**src/rtl/serial_adder_ctrl.sv**
```systemverilog
// Bit-serial adder sequencer driving an external 1-bit full-adder cell.
// Operands are consumed LSB first; the ripple carry is held in a register.
module serial_adder_ctrl #(
    parameter int WIDTH = 8
) (
    input  logic             Clock,
    input  logic             Reset_n,
    input  logic             Start,
    input  logic [WIDTH-1:0] Operand_A,
    input  logic [WIDTH-1:0] Operand_B,
    input  logic             Carry_in,
    output logic             Busy,
    output logic             Done,
    output logic [WIDTH-1:0] Sum,
    output logic             Carry_out,
    output logic             FA_A,
    output logic             FA_B,
    output logic             FA_Carry_in,
    input  logic             FA_Sum,
    input  logic             FA_Carry_out
);

    localparam int CW = $clog2(WIDTH + 1);

    typedef enum logic [1:0] {
        IDLE = 2'd0,
        RUN  = 2'd1,
        DONE = 2'd2
    } state_t;

    state_t           state;
    logic [WIDTH-1:0] a_sh;
    logic [WIDTH-1:0] b_sh;
    logic [WIDTH-2:0] s_sh;
    logic             c_reg;
    logic [CW-1:0]    cnt;
    logic [WIDTH-1:0] s_nxt;
    logic             running;
    logic             last;

    assign running     = (state == RUN);
    assign last        = (cnt == CW'(WIDTH - 1));
    assign s_nxt       = {FA_Sum, s_sh};

    assign FA_A        = running & a_sh[0];
    assign FA_B        = running & b_sh[0];
    assign FA_Carry_in = running & c_reg;

    always_ff @(posedge Clock) begin
        if (!Reset_n) begin
            state     <= IDLE;
            Busy      <= 1'b0;
            Done      <= 1'b0;
            Sum       <= '0;
            Carry_out <= 1'b0;
            a_sh      <= '0;
            b_sh      <= '0;
            s_sh      <= '0;
            c_reg     <= 1'b0;
            cnt       <= '0;
        end else begin
            Done <= 1'b0;
            unique case (state)
                IDLE, DONE: begin
                    if (Start) begin
                        a_sh  <= Operand_A;
                        b_sh  <= Operand_B;
                        c_reg <= Carry_in;
                        cnt   <= '0;
                        Busy  <= 1'b1;
                        state <= RUN;
                    end else begin
                        state <= IDLE;
                    end
                end
                RUN: begin
                    a_sh  <= a_sh >> 1;
                    b_sh  <= b_sh >> 1;
                    s_sh  <= s_nxt[WIDTH-1:1];
                    c_reg <= FA_Carry_out;
                    cnt   <= cnt + 1'b1;
                    // Final bit: the cell's outputs complete the result directly
                    if (last) begin
                        Sum       <= s_nxt;
                        Carry_out <= FA_Carry_out;
                        Busy      <= 1'b0;
                        Done      <= 1'b1;
                        state     <= DONE;
                    end
                end
                default: state <= IDLE;
            endcase
        end
    end

endmodule

```
**config.mk**
```make
export PLATFORM = sky130hd
export DESIGN_NAME = serial_adder_ctrl
export DESIGN_NICKNAME = d
export VERILOG_FILES = /design/src/rtl/serial_adder_ctrl.sv
export SDC_FILE = /design/constraint.sdc
export NUM_CORES = 1
export LEC_CHECK = 0
export BUFFER_PORTS_ARGS = -buffer_cell sky130_fd_sc_hd__buf_2
export CAP_MARGIN = 20
export CORE_MARGIN = 1.5
export CORE_UTILIZATION = 35
export CTS_BUF_LIST = sky130_fd_sc_hd__clkbuf_4
export DETAILED_ROUTE_END_ITERATION = 12
export PLACE_DENSITY = 0.61
export SETUP_SLACK_MARGIN = 0.2
export SLEW_MARGIN = 15
export SYNTH_ARGS = -nofsm -noshare
export SYNTH_HDL_FRONTEND = slang
export SYNTH_SLANG_ARGS = --single-unit
```
**constraint.sdc**
```tcl
create_clock -name Clock -period 1.9 [get_ports Clock]
set_clock_uncertainty 0.2 [all_clocks]
set_input_delay 0 -clock Clock [delete_from_list [all_inputs] [get_ports Clock]]
set_output_delay 0 -clock Clock [all_outputs]
set_load 0.01 [all_outputs]
```
==> key figures, run 1 <==
Flow run
  • Max-Cap Viols: 0

Route
  • Drt first pass iters: 6
  • Drt via density: 5.02
  • Post-route ant nets: 0
  • # DRC: 0
  • DR iter-0 viols: 64
  • Total Wirelength: 3570 µm
  • DR WL/cell: 12.1 µm
  • Vias: 1486

Synthesis
  • Warnings from Yosys: 0
  • Syn Area/Cell: 8.91 µm²
  • #FFs+latches synth: 41
  • Mapped Nets: 209
  • Post-synthesis cell count: 186
  • Mapped Area: 1660 µm²
  • Fraction of registers with async set/reset: 0
  • Seq/Total Area, Yosys: 0.495
  • Top cells by count, synth: dfxtp_1, nand2_1, a21oi_1
  • Number of synthesized flops with an enable pin: 0
  • Most used flip-flop cell after synthesis: dfxtp_1
  • Yosys cell types: 24
  • Synth top area cells: dfxtp_1, a21oi_1, nand2_1, a22oi_1, mux2i_1
  • Share of the synthesized area in the top cell type: 0.495
  • Cell taking the most area after synthesis: dfxtp_1
  • Most frequent cell after synthesis: dfxtp_1

Finish
  • Ant diodes: 0
  • Fin util: 0.485
  • Biggest regs: Sum: 8 flops, a_sh: 8 flops, b_sh: 8 flops
  • Share of layout cells above drive strength 1: 0.221
  • Nets: 266
  • Post-layout instance area: 2150 µm²
  • Layout area overhead: 29.9%

Critical path
  • CP top delay family: simple AND/OR/NAND/NOR gates
  • Critical path class: flip-flop to flip-flop
  • Critical path required time: 1.98 ns
  • Crit-path max FO: 9
  • Critical Path Sink Type: flip-flop
  • Crit start category: flip-flop
  • CP bufs+invs: 0
  • Cell Chain, Critical Path: ha_1, nand3b_2, nor2_4, mux2i_1
  • Slowest library cell on the worst path: dfxtp_1
  • Critical path's largest stage delay: 0.38 ns
  • CP Data Arrival Time: 1.65 ns

GRT
  • GRT Residual Overflow: 0
  • Total Routing Usage GR: 0.149
  • Largest net degree at the start of global routing: 22
  • First-pass GRT wire length: 6120 µm
  • Vias in the first global route: 1417
  • Initial antenna violation count: 0

CTS
  • Clock Sinks: 41
  • Clock root buffer master: clkbuf_4
  • Post-CTS setup buffer count: 0
  • Worst-Skew Late Latency: 0.34 ns
  • CTS H-tree depth: 2
  • CTS tree: yes
  • CTS Buf Count: 5
  • Max clock buf depth: 2
  • Worst-path clk slew: 0.12 ns

Pwr
  • Sw Share: 0.265
  • VDD IR max: 446 µV
  • LEAKAGE: 0.853 nW
  • Pwr/cell area: 716 nW/µm²
  • Flop pwr share: 0.590
  • Gate power share: 0.142
  • Pint: 1.13 mW
  • Psw: 0.409 mW
  • Clock Power Share: 0.268

Timing
  • Endpoints failing setup: 0
  • Least-Margin Pin Slew: 0.435 ns
  • PnR worst setup slack: 0.331 ns
  • Final period utilization: 0.826
  • Setup tns final: 0 ns
  • Final min period: 1.57 ns
  • FMAX: 637 MHz
  • Fin. max-slew vios: 0
  • RSZ-0062 raised after global routing: false
  • Hold Vio Cnt, Final: 0
  • Slew margin rel.: 0.710

Floorplan
  • I/O Pins: 36
  • Initial core utilization: 0.373
  • DIE WIDTH: 71.8 µm
  • Cell Rows: 24
  • Total core area: 4440 µm²
  • Die area: 5160 µm²
  • Die H: 71.8 µm

Place
  • Port-buffer cells: 35
  • Post-DP Area: 1880 µm²
  • Detailed Place HPWL: 2280 µm
  • Dpl ws: 0.329 ns
  • Final Wtd Congestion: 0.724

Run status
  • Status: finished clean

Min path
  • HP Class: input port to flip-flop
## power by group through the flow
stage | Clock (mW) | Sequential [mW] | Combinational [mW]
after global placement | 0 | 0.929 | 0.182
final | 0.413 | 0.910 | 0.219
after floorplan | 0 | 0.926 | 0.129
after global routing | 0.467 | 0.916 | 0.244
after CTS | 0.427 | 0.910 | 0.218
after detailed placement | 0 | 0.930 | 0.183
## repair_timing
action | CTS | global route
hold buffers | 22 | 0
hold endpoints to repair | 36 | 0
endpoints found under the setup margin | 0 | 1
gates resized for setup | 0 | 1
## routing by layer
| layer | track usage | routed length [µm] | vias to the layer above |
|---|---|---|---|
| met2 | 0.261 | 1790 | 25 |
| met5 | 0 | 0 | - |
| met1 | 0.173 | 1620 | 697 |
| li1 | - | - | 762 |
| met4 | 0.0566 | 34 | 0 |
| met3 | 0.0394 | 125 | 2 |
## worst min-delay path, stage by stage
cell,delay [ns]
dlygate4sd3_1,0.53
buf_2,0.12
nand2_1,0.04
a21oi_1,0.05
## final timing paths
path                          end  slack [ns]                start  depth (start not counted)
min          a_sh[7]$_SDFFE_PN0P_        0.23         Operand_A[7]                          4
max reg2reg   Sum[7]$_SDFFE_PN0P_        0.33  cnt[0]$_SDFFE_PN0P_                          4
min reg2reg   Sum[3]$_SDFFE_PN0P_        0.26  Sum[3]$_SDFFE_PN0P_                          2
max           Sum[7]$_SDFFE_PN0P_        0.33  cnt[0]$_SDFFE_PN0P_                          4
## final cells by class
type	instances	area (µm²)
clock buffer	5	37.5
clock inverter	3	12.5
fill	463	2290
inverter	1	3.75
multi-input combinational	128	734
sequential	41	821
tap	52	65.1
timing repair buffer	66	479
## per-stage QoR
step / std cells / power, mW / hold WS [ns]
2_1_floorplan: 186 / 1.06 / -0.0640
3_3_place_gp: 266 / 1.11 / 0.0444
3_5_place_dp: 266 / 1.11 / 0.0469
4_1_cts: 296 / 1.55 / 0.211
5_1_grt: 296 / 1.63 / 0.247
6_report: 296 / 1.54 / 0.231
## cells in the final DEF, fill, tap and decap left out
master / instances
dfxtp_1: 41
nand2_1: 35
buf_2: 35
a21oi_1: 29
dlygate4sd3_1: 22
nand3_1: 20
a22oi_1: 15
mux2i_1: 10
buf_4: 7
clkbuf_4: 5
nand2b_1: 4
and2_1: 3
nor3_1: 2
clkinv_1: 2
and2b_1: 1
nor2b_1: 1
mux2_4: 1
inv_1: 1
a211oi_2: 1
nand3b_2: 1
nor2_4: 1
nand4_1: 1
nor2_1: 1
o21ai_0: 1
ha_1: 1
clkinv_2: 1
buf_6: 1
buf_12: 1
## cell families (layout without fill, tap and decap cells)
kind of cell               Yosys count  after routing  share of synthesized area
DFF                                 41             41                      0.495
AOI/OAI and AO/OA                   46             46                      0.166
buffers and inverters               17             75                     0.0619
and+or+nand+nor                     70             70                      0.200
muxes                               11             11                     0.0694
adders and majority gates            1              1                    0.00755
No activity file was read; power rests on OpenSTA's default activity.
==> run 2: changes to the inputs <==
--- a/config.mk
+++ b/config.mk
@@ -11,7 +11,7 @@
 export CORE_UTILIZATION = 35
 export CTS_BUF_LIST = sky130_fd_sc_hd__clkbuf_4
 export DETAILED_ROUTE_END_ITERATION = 12
-export PLACE_DENSITY = 0.61
+export PLACE_DENSITY = 0.64
 export SETUP_SLACK_MARGIN = 0.2
 export SLEW_MARGIN = 15
 export SYNTH_ARGS = -nofsm -noshare
==> constraint.sdc (replaced) <==
create_clock -name Clock -period 1.39 [get_ports Clock]
set_clock_uncertainty 0.2 [all_clocks]
set_input_delay 0 -clock Clock [delete_from_list [all_inputs] [get_ports Clock]]
set_output_delay 0 -clock Clock [all_outputs]
set_load 0.01 [all_outputs]
==> run 2 against run 1 <==
Against the previous run:
- the flow now finishes with violations (negative setup slack)
- final area grew 34%
- sequential cell count stayed put
- cell count increased by 10%
- hold slack improved by 0.0055 ns
- sequential power grew 37%
- count of clock-buffer cells in the layout rose by 1
- die area is the same
- total power rose by 71%
==> key figures, run 2 (synthesis gave the netlist of run 1 again) <==
Run status
  • Status: finished, violations left
  • Failing checks: negative setup slack

Timing
  • Endpoints failing setup: 40
  • Setup tns final: -2.56 ns
  • Slew margin rel.: 0.686
  • Final min period: 1.55 ns
  • Fin. max-slew vios: 0
  • Final hold slack: 0.236 ns
  • Least-Margin Pin Slew: 0.471 ns
  • Final period utilization: 1.11
  • FMAX: 646 MHz
  • RSZ-0062 raised after global routing: true
  • Hold Vio Cnt, Final: 0
  • PnR worst setup slack: -0.158 ns

GRT
  • GRT Residual Overflow: 0
  • Vias in the first global route: 1660
  • First-pass GRT wire length: 7610 µm
  • Met2 Use GR: 0.318
  • Total Routing Usage GR: 0.194
  • Largest net degree at the start of global routing: 21
  • GR Layer Usage met3: 0.0366
  • Met1 Use GR: 0.245
  • Initial antenna violation count: 0
  • Global routing's busiest layer: met2

Route
  • Drt first pass iters: 4
  • # DRC: 0
  • Post-route ant nets: 0
  • DR iter-0 viols: 97
  • DR WL/cell: 15.3 µm
  • Drt via density: 5.16
  • Total Wirelength: 5000 µm
  • Vias: 1687

Finish
  • Nets: 297
  • Layout area overhead: 74.6%
  • # fillers: 324
  • Biggest regs: Sum: 8 flops, a_sh: 8 flops, b_sh: 8 flops
  • Commonest cells after routing, fill and taps aside: dfxtp_1, buf_2, nand2_1
  • Most common cell after layout, fill and taps aside: dfxtp_1
  • Ant diodes: 0
  • Post-layout instance area: 2890 µm²
  • Fin cells: 327
  • Fin util: 0.651
  • Share of layout cells above drive strength 1: 0.480

CTS
  • CTS H-tree depth: 2
  • Worst-Skew Late Latency: 0.35 ns
  • Max clock buf depth: 2
  • Clock root buffer master: clkbuf_4
  • CTS tree: yes
  • Clock Sinks: 41
  • Worst-path clk slew: 0.12 ns
  • CTS Buf Count: 5

Floorplan
  • Cell Rows: 24
  • Initial core utilization: 0.373
  • Total core area: 4440 µm²
  • Die area: 5160 µm²
  • DIE WIDTH: 71.8 µm
  • Die H: 71.8 µm
  • I/O Pins: 36

Pwr
  • LEAKAGE: 1.18 nW
  • VDD IR max: 614 µV
  • Pwr/cell area: 913 nW/µm²
  • Total Power: 2.64 mW

Place
  • Post-DP Area: 2060 µm²
  • Port-buffer cells: 35
  • Placed instance count: 271
  • Dpl ws: 0.0376 ns
  • Detailed Place HPWL: 2440 µm
  • Final Wtd Congestion: 0.745

Critical path
  • Critical Path Sink Type: output port
  • Critical path class: flip-flop to output port
  • Crit-path max FO: 3
  • Critical path required time: 1.19 ns
  • CP Data Arrival Time: 1.35 ns
  • Reg2Reg Depth: 6
  • Crit start category: flip-flop

Min path
  • Cell depth of the worst hold path: 4
  • HP Class: input port to flip-flop

Flow run
  • Max-Cap Viols: 0
[run 2: changes by cell type in the layout (fill, tap and decap cells not counted), sizes merged]
cell         delta
buf            +29
bufinv          +1
clkbuf          +4
clkinv          -2
dlygate4sd3     -1
[run 2: timing repair]
item / 4_1_cts / 5_1_grt
setup endpoints to repair: 43 / 44
hold buffers: 21 / 0
gates cloned: 5 / 2
pin swaps: 11 / 18
resized for setup: 34 / 25
hold endpoints to repair: 39 / 0
buffers inserted: 15 / 5
[run 2: final cells by class]
type | instances | area [µm²] | area share
tap | 52 | 65.1 | 0.0225
sequential | 41 | 830 | 0.287
multi-input combinational | 128 | 941 | 0.325
inverter | 1 | 3.75 | 0.00130
clock buffer | 6 | 45.0 | 0.0156
clock inverter | 2 | 33.8 | 0.0117
timing repair buffer | 97 | 976 | 0.337
[run 2: per-layer routing]
metal	vias up	wire, µm
li1	825	-
met2	45	2450
met3	11	211
met5	-	0
met1	806	2210
met4	0	126
[run 2: critical path: stages, from the launching register on]
cell     delay, ns
dfxtp_2       0.35
and2b_2       0.26
buf_12        0.15
and2_4        0.13
buf_6         0.11
[run 2: path summary, 6_finish.rpt]
| path | from | end | slack, ns |
|---|---|---|---|
| worst min register to register | Sum[2]$_SDFFE_PN0P_ | Sum[2]$_SDFFE_PN0P_ | 0.27 |
| worst min-delay path | Operand_A[7] | a_sh[7]$_SDFFE_PN0P_ | 0.24 |
| worst max register to register | state[1]$_SDFFE_PN0P_ | b_sh[4]$_SDFFE_PN0P_ | -0.14 |
| worst max-delay path | state[1]$_SDFFE_PN0P_ | FA_Carry_in | -0.16 |
[run 2: report_power, final]
group | switching (mW) | internal (mW)
combinational | 0.255 | 0.351
sequential | 0.0313 | 1.22
clock | 0.390 | 0.394
total | 0.677 | 1.97
